`src/rtl/mem_ctrl_pkg.sv`:
```
// mem_ctrl_pkg: shared types and helpers for the byte-serialising memory
// controller that feeds the instruction-fetch stage.
//   state_e    - controller FSM states
//   len_to_n   - maps a requested byte length onto the number of transfers
package mem_ctrl_pkg;

  localparam int RAM_W = 8;   // RAM port width (one byte)
  localparam int LEN_W = 3;   // width of the byte-length field

  typedef enum logic [1:0] {
    IDLE   = 2'd0,
    IF_RD  = 2'd1,
    MEM_RD = 2'd2,
    MEM_WR = 2'd3
  } state_e;

  // Only 1 and 2 are honoured as short accesses; anything else is a full word.
  function automatic logic [LEN_W-1:0] len_to_n(input logic [LEN_W-1:0] len);
    case (len)
      3'd1:    return 3'd1;
      3'd2:    return 3'd2;
      default: return 3'd4;
    endcase
  endfunction

endpackage

```
`src/rtl/mem_ctrl_if.sv`:
```
// mem_ctrl_if: request/response bundle between the IF/MEM stages, the
// controller and the byte-wide RAM.
//   slave  - the controller's view (requests and ram_din in, results out)
//   master - the requester/RAM-side view
interface mem_ctrl_if #(
  parameter int ADDR_W = 32,
  parameter int DATA_W = 32
);
  import mem_ctrl_pkg::*;

  logic              jmp;
  logic              if_req;
  logic [ADDR_W-1:0] if_addr;
  logic [DATA_W-1:0] inst_o;
  logic              inst_ok;
  logic              mem_req;
  logic              mem_we;
  logic [LEN_W-1:0]  mem_len;
  logic [ADDR_W-1:0] mem_addr;
  logic [DATA_W-1:0] mem_wdata;
  logic [DATA_W-1:0] mem_rdata;
  logic              mem_ok;
  logic [RAM_W-1:0]  ram_din;
  logic [RAM_W-1:0]  ram_dout;
  logic [ADDR_W-1:0] ram_a;
  logic              ram_wr;

  modport slave (
    input  jmp, if_req, if_addr, mem_req, mem_we, mem_len, mem_addr, mem_wdata, ram_din,
    output inst_o, inst_ok, mem_rdata, mem_ok, ram_dout, ram_a, ram_wr
  );

  modport master (
    output jmp, if_req, if_addr, mem_req, mem_we, mem_len, mem_addr, mem_wdata, ram_din,
    input  inst_o, inst_ok, mem_rdata, mem_ok, ram_dout, ram_a, ram_wr
  );
endinterface

```
`src/rtl/mem_byte_assembler.sv`:
```
// mem_byte_assembler: byte counter k plus little-endian word assembly.
//   i_start    - clear k and the word (new transfer accepted)
//   i_step     - advance k; when k>0 the byte on i_din is byte k-1
//   i_din      - RAM read byte
//   o_k        - current byte counter
//   o_word_nxt - word with i_din already inserted at byte k-1, so the final
//                byte can be forwarded to the result register without an
//                extra capture cycle
module mem_byte_assembler
  import mem_ctrl_pkg::*;
#(
  parameter int DATA_W = 32
) (
  input  logic              clk,
  input  logic              rst,
  input  logic              i_start,
  input  logic              i_step,
  input  logic [RAM_W-1:0]  i_din,
  output logic [LEN_W-1:0]  o_k,
  output logic [DATA_W-1:0] o_word_nxt
);

  logic [LEN_W-1:0]  r_k;
  logic [DATA_W-1:0] r_word;
  logic [1:0]        w_idx;

  // k in 1..4 -> byte lane 0..3 (k=4 wraps to lane 3 in two bits)
  assign w_idx = r_k[1:0] - 2'd1;

  always_comb begin
    o_word_nxt = r_word;
    if (r_k != '0) o_word_nxt[{w_idx, 3'b000} +: RAM_W] = i_din;
  end

  always_ff @(posedge clk) begin
    if (rst || i_start) begin
      r_k    <= '0;
      r_word <= '0;   // zero-extension of short loads comes from this clear
    end else if (i_step) begin
      r_k    <= r_k + 3'd1;
      r_word <= o_word_nxt;
    end
  end

  assign o_k = r_k;

endmodule

```
`src/rtl/mem_ctrl.sv`:
```
// mem_ctrl: arbitrates IF fetches and MEM loads/stores onto one byte-wide
// synchronous RAM, serialising each access into byte transfers.
//   clk, rst - clock, synchronous active-high reset
//   bus      - mem_ctrl_if.slave: jmp, IF request/inst result,
//              MEM request/rdata result, RAM byte port
// Timing: the accepting edge presents byte 0's address; byte k's data is
// captured one cycle after its address; ok rises N+1 edges after accept.
module mem_ctrl
  import mem_ctrl_pkg::*;
#(
  parameter int ADDR_W = 32,
  parameter int DATA_W = 32
) (
  input  logic         clk,
  input  logic         rst,
  mem_ctrl_if.slave    bus
);

  state_e            r_state;
  logic [ADDR_W-1:0] r_base;
  logic [LEN_W-1:0]  r_n;
  logic [DATA_W-1:0] r_wdata;
  logic [DATA_W-1:0] r_inst;
  logic              r_inst_ok;
  logic [DATA_W-1:0] r_rdata;
  logic              r_mem_ok;
  logic [ADDR_W-1:0] r_ram_a;
  logic [RAM_W-1:0]  r_ram_dout;
  logic              r_ram_wr;

  logic [LEN_W-1:0]  w_k;
  logic [LEN_W-1:0]  w_k_nxt;
  logic [DATA_W-1:0] w_word_nxt;
  logic              w_free;
  logic              w_accept_mem;
  logic              w_accept_if;
  logic              w_abort;
  logic              w_last;
  logic              w_step;
  logic              w_wr_nxt;

  // An ok still on display blocks acceptance so a held req is not re-served.
  assign w_free       = (r_state == IDLE) && !r_inst_ok && !r_mem_ok;
  assign w_accept_mem = w_free && bus.mem_req;
  assign w_accept_if  = w_free && !bus.mem_req && bus.if_req && !bus.jmp;
  assign w_abort      = (r_state == IF_RD) && bus.jmp;
  assign w_last       = (r_state != IDLE) && (w_k == r_n);
  assign w_step       = (r_state != IDLE) && !w_abort && !w_last;
  assign w_k_nxt      = w_k + 3'd1;
  assign w_wr_nxt     = (r_state == MEM_WR) && (w_k_nxt < r_n);

  mem_byte_assembler #(.DATA_W(DATA_W)) u_asm (
    .clk        (clk),
    .rst        (rst),
    .i_start    (w_accept_mem || w_accept_if),
    .i_step     (w_step),
    .i_din      (bus.ram_din),
    .o_k        (w_k),
    .o_word_nxt (w_word_nxt)
  );

  always_ff @(posedge clk) begin
    if (rst) begin
      r_state    <= IDLE;
      r_base     <= '0;
      r_n        <= '0;
      r_wdata    <= '0;
      r_inst     <= '0;
      r_inst_ok  <= 1'b0;
      r_rdata    <= '0;
      r_mem_ok   <= 1'b0;
      r_ram_a    <= '0;
      r_ram_dout <= '0;
      r_ram_wr   <= 1'b0;
    end else begin
      r_inst_ok <= 1'b0;
      r_mem_ok  <= 1'b0;
      case (r_state)
        IDLE: begin
          r_ram_a    <= '0;
          r_ram_wr   <= 1'b0;
          r_ram_dout <= '0;
          if (w_accept_mem) begin
            r_state    <= bus.mem_we ? MEM_WR : MEM_RD;
            r_base     <= bus.mem_addr;
            r_n        <= len_to_n(bus.mem_len);
            r_wdata    <= bus.mem_wdata;
            r_ram_a    <= bus.mem_addr;
            r_ram_wr   <= bus.mem_we;
            r_ram_dout <= bus.mem_we ? bus.mem_wdata[RAM_W-1:0] : '0;
          end else if (w_accept_if) begin
            r_state <= IF_RD;
            r_base  <= bus.if_addr;
            r_n     <= 3'd4;
            r_ram_a <= bus.if_addr;
          end
        end
        default: begin
          if (w_abort) begin
            r_state    <= IDLE;
            r_ram_a    <= '0;
            r_ram_wr   <= 1'b0;
            r_ram_dout <= '0;
          end else if (w_last) begin
            // k==N: last byte is on ram_din now (reads) or the write tail ends
            r_state    <= IDLE;
            r_ram_a    <= '0;
            r_ram_wr   <= 1'b0;
            r_ram_dout <= '0;
            if (r_state == IF_RD) begin
              r_inst_ok <= 1'b1;
              r_inst    <= w_word_nxt;
            end else begin
              r_mem_ok <= 1'b1;
              if (r_state == MEM_RD) r_rdata <= w_word_nxt;
            end
          end else begin
            r_ram_a    <= r_base + ADDR_W'(w_k_nxt);
            r_ram_wr   <= w_wr_nxt;
            r_ram_dout <= w_wr_nxt ? r_wdata[{w_k_nxt[1:0], 3'b000} +: RAM_W] : '0;
          end
        end
      endcase
    end
  end

  assign bus.inst_o    = r_inst;
  assign bus.inst_ok   = r_inst_ok;
  assign bus.mem_rdata = r_rdata;
  assign bus.mem_ok    = r_mem_ok;
  assign bus.ram_a     = r_ram_a;
  assign bus.ram_dout  = r_ram_dout;
  assign bus.ram_wr    = r_ram_wr;

endmodule
```
`src/flat_wrapper.sv`:
```
// flat-port wrapper written by rule: the top's interface ports become plain ports
module mem_ctrl_flat import mem_ctrl_pkg::*;
#(
  parameter int ADDR_W = 32,
  parameter int DATA_W = 32
)
  (clk, rst, bus_jmp, bus_if_req, bus_if_addr, bus_mem_req, bus_mem_we, bus_mem_len, bus_mem_addr, bus_mem_wdata, bus_ram_din, bus_inst_o, bus_inst_ok, bus_mem_rdata, bus_mem_ok, bus_ram_dout, bus_ram_a, bus_ram_wr);
  mem_ctrl_if #(.ADDR_W(ADDR_W), .DATA_W(DATA_W)) bus_i ();
  input  logic clk;
  input  logic rst;
  input wire logic [$bits(bus_i.jmp)-1:0] bus_jmp;
  input wire logic [$bits(bus_i.if_req)-1:0] bus_if_req;
  input wire logic [$bits(bus_i.if_addr)-1:0] bus_if_addr;
  input wire logic [$bits(bus_i.mem_req)-1:0] bus_mem_req;
  input wire logic [$bits(bus_i.mem_we)-1:0] bus_mem_we;
  input wire logic [$bits(bus_i.mem_len)-1:0] bus_mem_len;
  input wire logic [$bits(bus_i.mem_addr)-1:0] bus_mem_addr;
  input wire logic [$bits(bus_i.mem_wdata)-1:0] bus_mem_wdata;
  input wire logic [$bits(bus_i.ram_din)-1:0] bus_ram_din;
  output wire logic [$bits(bus_i.inst_o)-1:0] bus_inst_o;
  output wire logic [$bits(bus_i.inst_ok)-1:0] bus_inst_ok;
  output wire logic [$bits(bus_i.mem_rdata)-1:0] bus_mem_rdata;
  output wire logic [$bits(bus_i.mem_ok)-1:0] bus_mem_ok;
  output wire logic [$bits(bus_i.ram_dout)-1:0] bus_ram_dout;
  output wire logic [$bits(bus_i.ram_a)-1:0] bus_ram_a;
  output wire logic [$bits(bus_i.ram_wr)-1:0] bus_ram_wr;
  assign bus_i.jmp = bus_jmp;
  assign bus_i.if_req = bus_if_req;
  assign bus_i.if_addr = bus_if_addr;
  assign bus_i.mem_req = bus_mem_req;
  assign bus_i.mem_we = bus_mem_we;
  assign bus_i.mem_len = bus_mem_len;
  assign bus_i.mem_addr = bus_mem_addr;
  assign bus_i.mem_wdata = bus_mem_wdata;
  assign bus_i.ram_din = bus_ram_din;
  assign bus_inst_o = bus_i.inst_o;
  assign bus_inst_ok = bus_i.inst_ok;
  assign bus_mem_rdata = bus_i.mem_rdata;
  assign bus_mem_ok = bus_i.mem_ok;
  assign bus_ram_dout = bus_i.ram_dout;
  assign bus_ram_a = bus_i.ram_a;
  assign bus_ram_wr = bus_i.ram_wr;
  mem_ctrl #(.ADDR_W(ADDR_W), .DATA_W(DATA_W)) u_core (.clk(clk), .rst(rst), .bus(bus_i));
endmodule
```
`config.mk`:
```
export PLATFORM = sky130hd
export DESIGN_NAME = mem_ctrl_flat
export DESIGN_NICKNAME = d
export VERILOG_FILES = /design/src/rtl/mem_ctrl_pkg.sv /design/src/rtl/mem_ctrl_if.sv /design/src/rtl/mem_byte_assembler.sv /design/src/rtl/mem_ctrl.sv /design/src/flat_wrapper.sv
export SDC_FILE = /design/constraint.sdc
export NUM_CORES = 1
export LEC_CHECK = 0
export CORE_ASPECT_RATIO = 1.5
export CORE_MARGIN = 2
export CORE_UTILIZATION = 40
export CTS_CLUSTER_SIZE = 20
export DETAILED_ROUTE_END_ITERATION = 8
export PLACE_DENSITY = 0.67
export SKIP_LAST_GASP = 1
export SYNTH_ARGS = -nofsm -noshare
export SYNTH_HDL_FRONTEND = slang
export SYNTH_SLANG_ARGS = --single-unit
```
`constraint.sdc`:
```
create_clock -name clk -period 2.6 [get_ports clk]
set_input_delay 0.52 -clock clk [delete_from_list [all_inputs] [get_ports clk]]
set_output_delay 0.52 -clock clk [all_outputs]
set_load 0.05 [all_outputs]
```
# [Word-level counts from Yosys, hierarchy flattened]
# Index checks and enable logic that the tools add are counted.
[totals] word_cells=92 regBits=211 in_bits=113
[classes] add_sub_neg=4 shift=3 n_reduce_logical=30 muxes=30 order_cmp=1 bitwise_logic=4 n_eq_ne=7
[op_table] op="two-way mux 32 bit" n=8
[op_table] op="two-way mux 8 bit" n=6
[op_table] op="adder 32 x 3 -> 32 bit" n=1
[op_table] op="bitwise mux 32 bit" n=1
[op_table] op="variable shift 8 x 7 -> 32 bit, first input constant" n=1
[op_table] op="indexed part select 32 x 6 -> 8 bit" n=1
[op_table] op="indexed part select 8 x 7 -> 32 bit" n=1
[op_table] op="logical AND 1 bit" n=11
[op_table] op="two-way mux 2 bit" n=5
[op_table] op="two-way mux 1 bit" n=7
[op_table] op="negation 5 -> 7 bit" n=1
[op_table] op="zero test 1 bit" n=6
[op_table] op="two-way mux 3 bit" n=2
[op_table] op="one-hot mux 3 bit (2 select lines)" n=1
[op_table] op="AND reduction 2 bit" n=3
[op_table] op="nonzero test 3 bit" n=2
[op_table] op="AND reduction 5 bit" n=1
[op_table] op="== test 2 bit, second input constant" n=2
[op_table] op="inverter 1 bit" n=4
[op_table] op="AND reduction 4 bit" n=1
[op_table] op="nonzero test 2 bit" n=2
[op_table] op="OR reduction 4 bit" n=1
[op_table] op="adder 3 x 1 -> 3 bit, second input constant" n=1
[op_table] op="== test 3 x 1 -> 1 bit, second input constant" n=1
[op_table] op="other kinds (8)" n=9

# [Depth between registers and ports, before layout]
[depth] ltp_word=9 mapped_depth=9 depth_no_buf=8

# [Cells and area by module]
# Synthesis repeated with hierarchy kept, for this count alone.
[unflattened] hier_cells=1120 hier_area_um2=9474.1
[by_module_without_submodules] mod="mem_ctrl" n_inst=1 area_per_inst_um2=7315.8 cells_per_inst=874 seq_area_each_um2=3523.4
[by_module_without_submodules] mod="mem_byte_assembler" n_inst=1 area_per_inst_um2=2158.3 cells_per_inst=246 seq_area_each_um2=700.7

# [Least setup slack after synthesis]
# Ideal clock, no wire load.
[synth_path] kind="register to register" from="reg u_core.u_asm.r_k[0] (netlist: u_core.u_asm.o_k[0])" to="reg u_core.r_ram_a[21] (netlist: u_core.bus.ram_a[21])" setup_ns=0.134 stages_incl_launch_ff=9 arrival_time_ns=2.314 setup_slack_ns=0.153 n_path_buf=0 cell_sequence="dfxtp_1 -> inv_1 -> ha_1 -> ha_1 -> a211oi_1 -> or3_1 -> nor4_1 -> xnor2_1 -> o22ai_1"
[synth_between] elab_chain_cells=5
[synth_lines] element="from (decl)" line_no="mem_byte_assembler.sv:23" text="logic [LEN_W-1:0] r_k;"
[synth_lines] element="from (signal assigned)" line_no="mem_byte_assembler.sv:40" text="r_k <= r_k + 3'd1;"
[synth_lines] element="adder 3 x 1 -> 3 bit" line_no="mem_ctrl.sv:49" text="assign w_k_nxt = w_k + 3'd1;"
[synth_lines] element="named net u_core.w_k_nxt[1]" line_no="mem_ctrl.sv:32" text="logic [LEN_W-1:0] w_k_nxt;"
[synth_lines] element="adder 32 x 3 -> 32 bit" line_no="mem_ctrl.sv:118" text="r_ram_a <= r_base + ADDR_W'(w_k_nxt);"
[synth_lines] element="two-way mux 32 bit" line_no="mem_ctrl.sv:104" text="end else if (w_last) begin"
[synth_lines] element="two-way mux 32 bit" line_no="mem_ctrl.sv:99" text="if (w_abort) begin"
[synth_lines] element="two-way mux 32 bit" line_no="mem_ctrl.sv:78" text="case (r_state)"
[synth_lines] element="to (signal assigned)" line_no="mem_ctrl.sv:88" text="r_ram_a <= bus.mem_addr;"
[synth_lines] element="to (signal assigned)" line_no="mem_ctrl.sv:95" text="r_ram_a <= bus.if_addr;"
[synth_lines] element="to (signal assigned)" line_no="mem_ctrl.sv:118"
[synth_lines] element="to (decl)" line_no="mem_ctrl.sv:27" text="logic [ADDR_W-1:0] r_ram_a;"
# The timed path passes the listed nets, and every way through them passes these cells.
# A chain may end at the register's enable or synchronous reset.

# [Final worst setup path]
[layout_path] from="reg u_core.u_asm.r_k[1] (netlist: u_core.u_asm.o_k[1])" to="reg u_core.r_ram_a[25] (netlist: u_core.bus.ram_a[25])"
# The elaborated chain is that of the path after synthesis.

==> run summary <==
Slew @ Worst Pin -> 0.584 ns
Worst Setup EP -> u_core.bus.ram_a[25]
Pre-antenna DRT Iters -> 5
Post-DP HPWL -> 17.8 mm
# IOs -> 220
Final Core Density -> 55.0%
GP Congestion -> 0.869
Largest net degree at the start of global routing -> 89
Final Hold Viols -> 0
Crit start category -> flip-flop
Critical Path End Type -> flip-flop
Worst R2R Path Depth -> 8
Mean post-synth cell area -> 9.28 sq um
H-tree Lvls -> 1
Max transition margin -> 61.0%
Worst EP required -> 2.97 ns
Slew Viols, Final -> 0
Routed len/inst -> 17.0 um
Area Growth Syn to Fin -> 36.0%
Clk_skew -> 0.00841 ns
# rows -> 67
Top-count cell post-synth -> dfxtp_1
Fill count -> 2046
Port Buffers -> 219
Seq/Total Area, Yosys -> 47.2%
Synth Instances -> 964
EDFF count, synth -> 0
Synth top cells by count -> dfxtp_1 (211), nor2_1 (147), nand2_1 (113)
#FFs+latches synth -> 211
CP Cell Sequence -> inv_1 > ha_1 > ha_1 > a211oi_1 > or3_1 > nor4_1 > xnor2_1 > o22ai_1
Root Buffer -> clkbuf_16
Syn Nets -> 1090
Via count -> 7773
Starting Density -> 40.4%
Post-route DRC violation count -> 0
Area leader, netlist -> dfxtp_1
Crit path arrival time -> 2.82 ns
GRT Total Usage -> 20.3%
Critical path type -> reg -> reg
DIE WIDTH -> 126 um
Setup TNS -> 0 ns
Finished Cell Area -> 12200 sq um
Global-route wire length before repair -> 39.4 mm
Full die area -> 23600 sq um
Most frequent CP cell -> ha_1
Synth top area share -> 47.2%
Final #Nets -> 1289
Fin cells -> 1453
Peak Freq -> 408 MHz
Worst stage delay on the critical path -> 0.45 ns
Yosys warnings -> 0
Layout cells sized above 1 -> 10.2%
Worst-Skew Late Latency -> 0.49 ns
Clock-pin slew on the worst setup and hold paths -> 0.07 ns
Placed Cells -> 1415
Area contributors post-synth -> dfxtp_1 (47%), a211oi_1 (7.6%), nor2_1 (6.2%)
MaxCap Viol Count -> 0
RSZ-0062 raised after global routing -> false
Reg-to-Reg Start -> u_core.u_asm.o_k[1]
Synthesized area -> 8940 sq um
Crit path time final -> 2.45 ns
Status -> completed
Die Y -> 187 um
Vias in the first global route -> 7561
Reg2reg setup slack -> 0.15 ns
Final setup fails -> 0
Total wire length -> 24.7 mm
Peak supply drop -> 0.521 mV
CTS buffer count -> 21
Prevailing post-synth register cell -> dfxtp_1
Capture point of the worst reg-to-reg path -> u_core.bus.ram_a[25]
Initial DRC Count -> 383
Initial antenna violation count -> 1
CORE AREA -> 22100 sq um
ANT nets after route -> 0
Synth unique cells -> 46
Leakage dissipation -> 4.15 nW
Worst setup path startpoint -> u_core.u_asm.o_k[1]
Clock buffer depth -> 3
Clock Sinks -> 211
CTS tree -> yes
Period utilisation layout -> 94.2%
Pwr per Cell Area -> 754 nW/um^2
Hold Crit Class -> in -> reg
Placed instance area -> 11400 sq um
CP max stage cell -> or3_1
GRT overflow -> 0
Routed vias/inst -> 5.35
Ys async rst share -> 0%
Worst-path maximum fanout -> 5
==> logic make-up after synthesis <==
group	count (synthesis)	share of synthesized area [%]
flops	211	47.2
buf+inv	80	4.48
compound gates	252	20.8
fa+ha+maj	13	1.90
simple gates	336	16.8
xor+xnor	36	3.53
mux	36	5.25
==> where the power goes <==
part           leakage (nW)  switching (mW)  internal (mW)
clock network         0.342            1.25           1.92
logic                  2.08            1.35          0.873
registers              1.72           0.228           3.55
total                  4.15            2.83           6.34
==> per-stage QoR <==
step	total power, mW	hold slack [ns]	worst slack (ns)
after floorplan	5.30	0.433	0.153
after global placement	6.05	0.439	0.160
after detailed placement	6.08	0.447	0.0968
after CTS	9.25	0.310	0.0925
after global routing	9.57	0.326	0.0210
final	9.17	0.325	0.152
==> routing by layer <==
metal	track usage (%)	up-vias	share of wire (%)
met2	37.5	210	53
met4	7.57	0	3.4
li1	-	3850	-
met3	3.43	55	5.1
met1	23.0	3658	39
met5	0	-	0
==> cell usage in the layout (no fill, tap or decap), drive strengths merged, types with 2 or more instances in the layout <==
cell type and n:
clkdlybuf4s50 218, dfxtp 211, nor2 147, a211oi 119, nand2 114, a21oi 56, a22oi 40, buf 32
clkbuf 28, o22ai 24, mux2i 21, xnor2 21, xor2 15, ha 12, nor4 11, and3 10
nand4 9, mux4 8, nand2b 7, nand3 7, mux2 7, nor3 7, inv 6, and4 6
nor2b 5, o21ai 4, bufinv 4, a311oi 3, nand4b 3, nor4b 3, and2 3, clkinv 3
or3 2, a21o 2, nor3b 2
==> worst min-delay path by stage <==
stage / endpoint / cells past startpoint / startpoint
detailed placement: u_core.r_wdata[0] / 2 / u_core.r_wdata[0]
floorplan: u_core.r_wdata[0] / 2 / u_core.r_wdata[0]
global placement: u_core.r_wdata[6] / 2 / u_core.r_wdata[6]
finish: u_core.r_base[23] / 2 / rst
CTS: u_core.r_wdata[17] / 2 / rst
global route: u_core.r_base[23] / 2 / rst
==> final cells by class <==
type	instances	area [sq um]	area share, %
multi-input combinational	673	4360	35.8
sequential	211	4220	34.7
timing repair buffer	250	2500	20.6
clock buffer	28	562	4.62
tap	276	345	2.84
clock inverter	8	146	1.20
inverter	6	22.5	0.185
antenna	1	2.50	0.0206
==> repair_timing <==
item / 4_1_cts / 5_1_grt
setup endpoints to repair: 0 / 14
setup buffers: 0 / 1
resized for setup: 0 / 6
hold buffers: 0 / 0
==> worst max-delay path, delay by kind of cell, from the launching register on <==
family / cells / cell delay (ns)
adders and majority gates: 2 / 0.66
buffers and inverters: 1 / 0.11
AOI/OAI and AO/OA: 2 / 0.20
DFF: 1 / 0.41
and+or+nand+nor: 2 / 0.77
xor gates and xnor gates: 1 / 0.16
==> state kept, by name, summed over array words and instances (netlist names), 2 cells and up <==
name / flops
u_core.r_state: 2
u_core.r_n: 3
u_core.bus.inst_o: 32
u_core.u_asm.o_k: 3
u_core.r_wdata: 32
u_core.u_asm.r_word: 32
u_core.bus.ram_dout: 8
u_core.r_base: 32
u_core.bus.mem_rdata: 32
u_core.bus.ram_a: 32
Power figures use the tool's default switching activity.
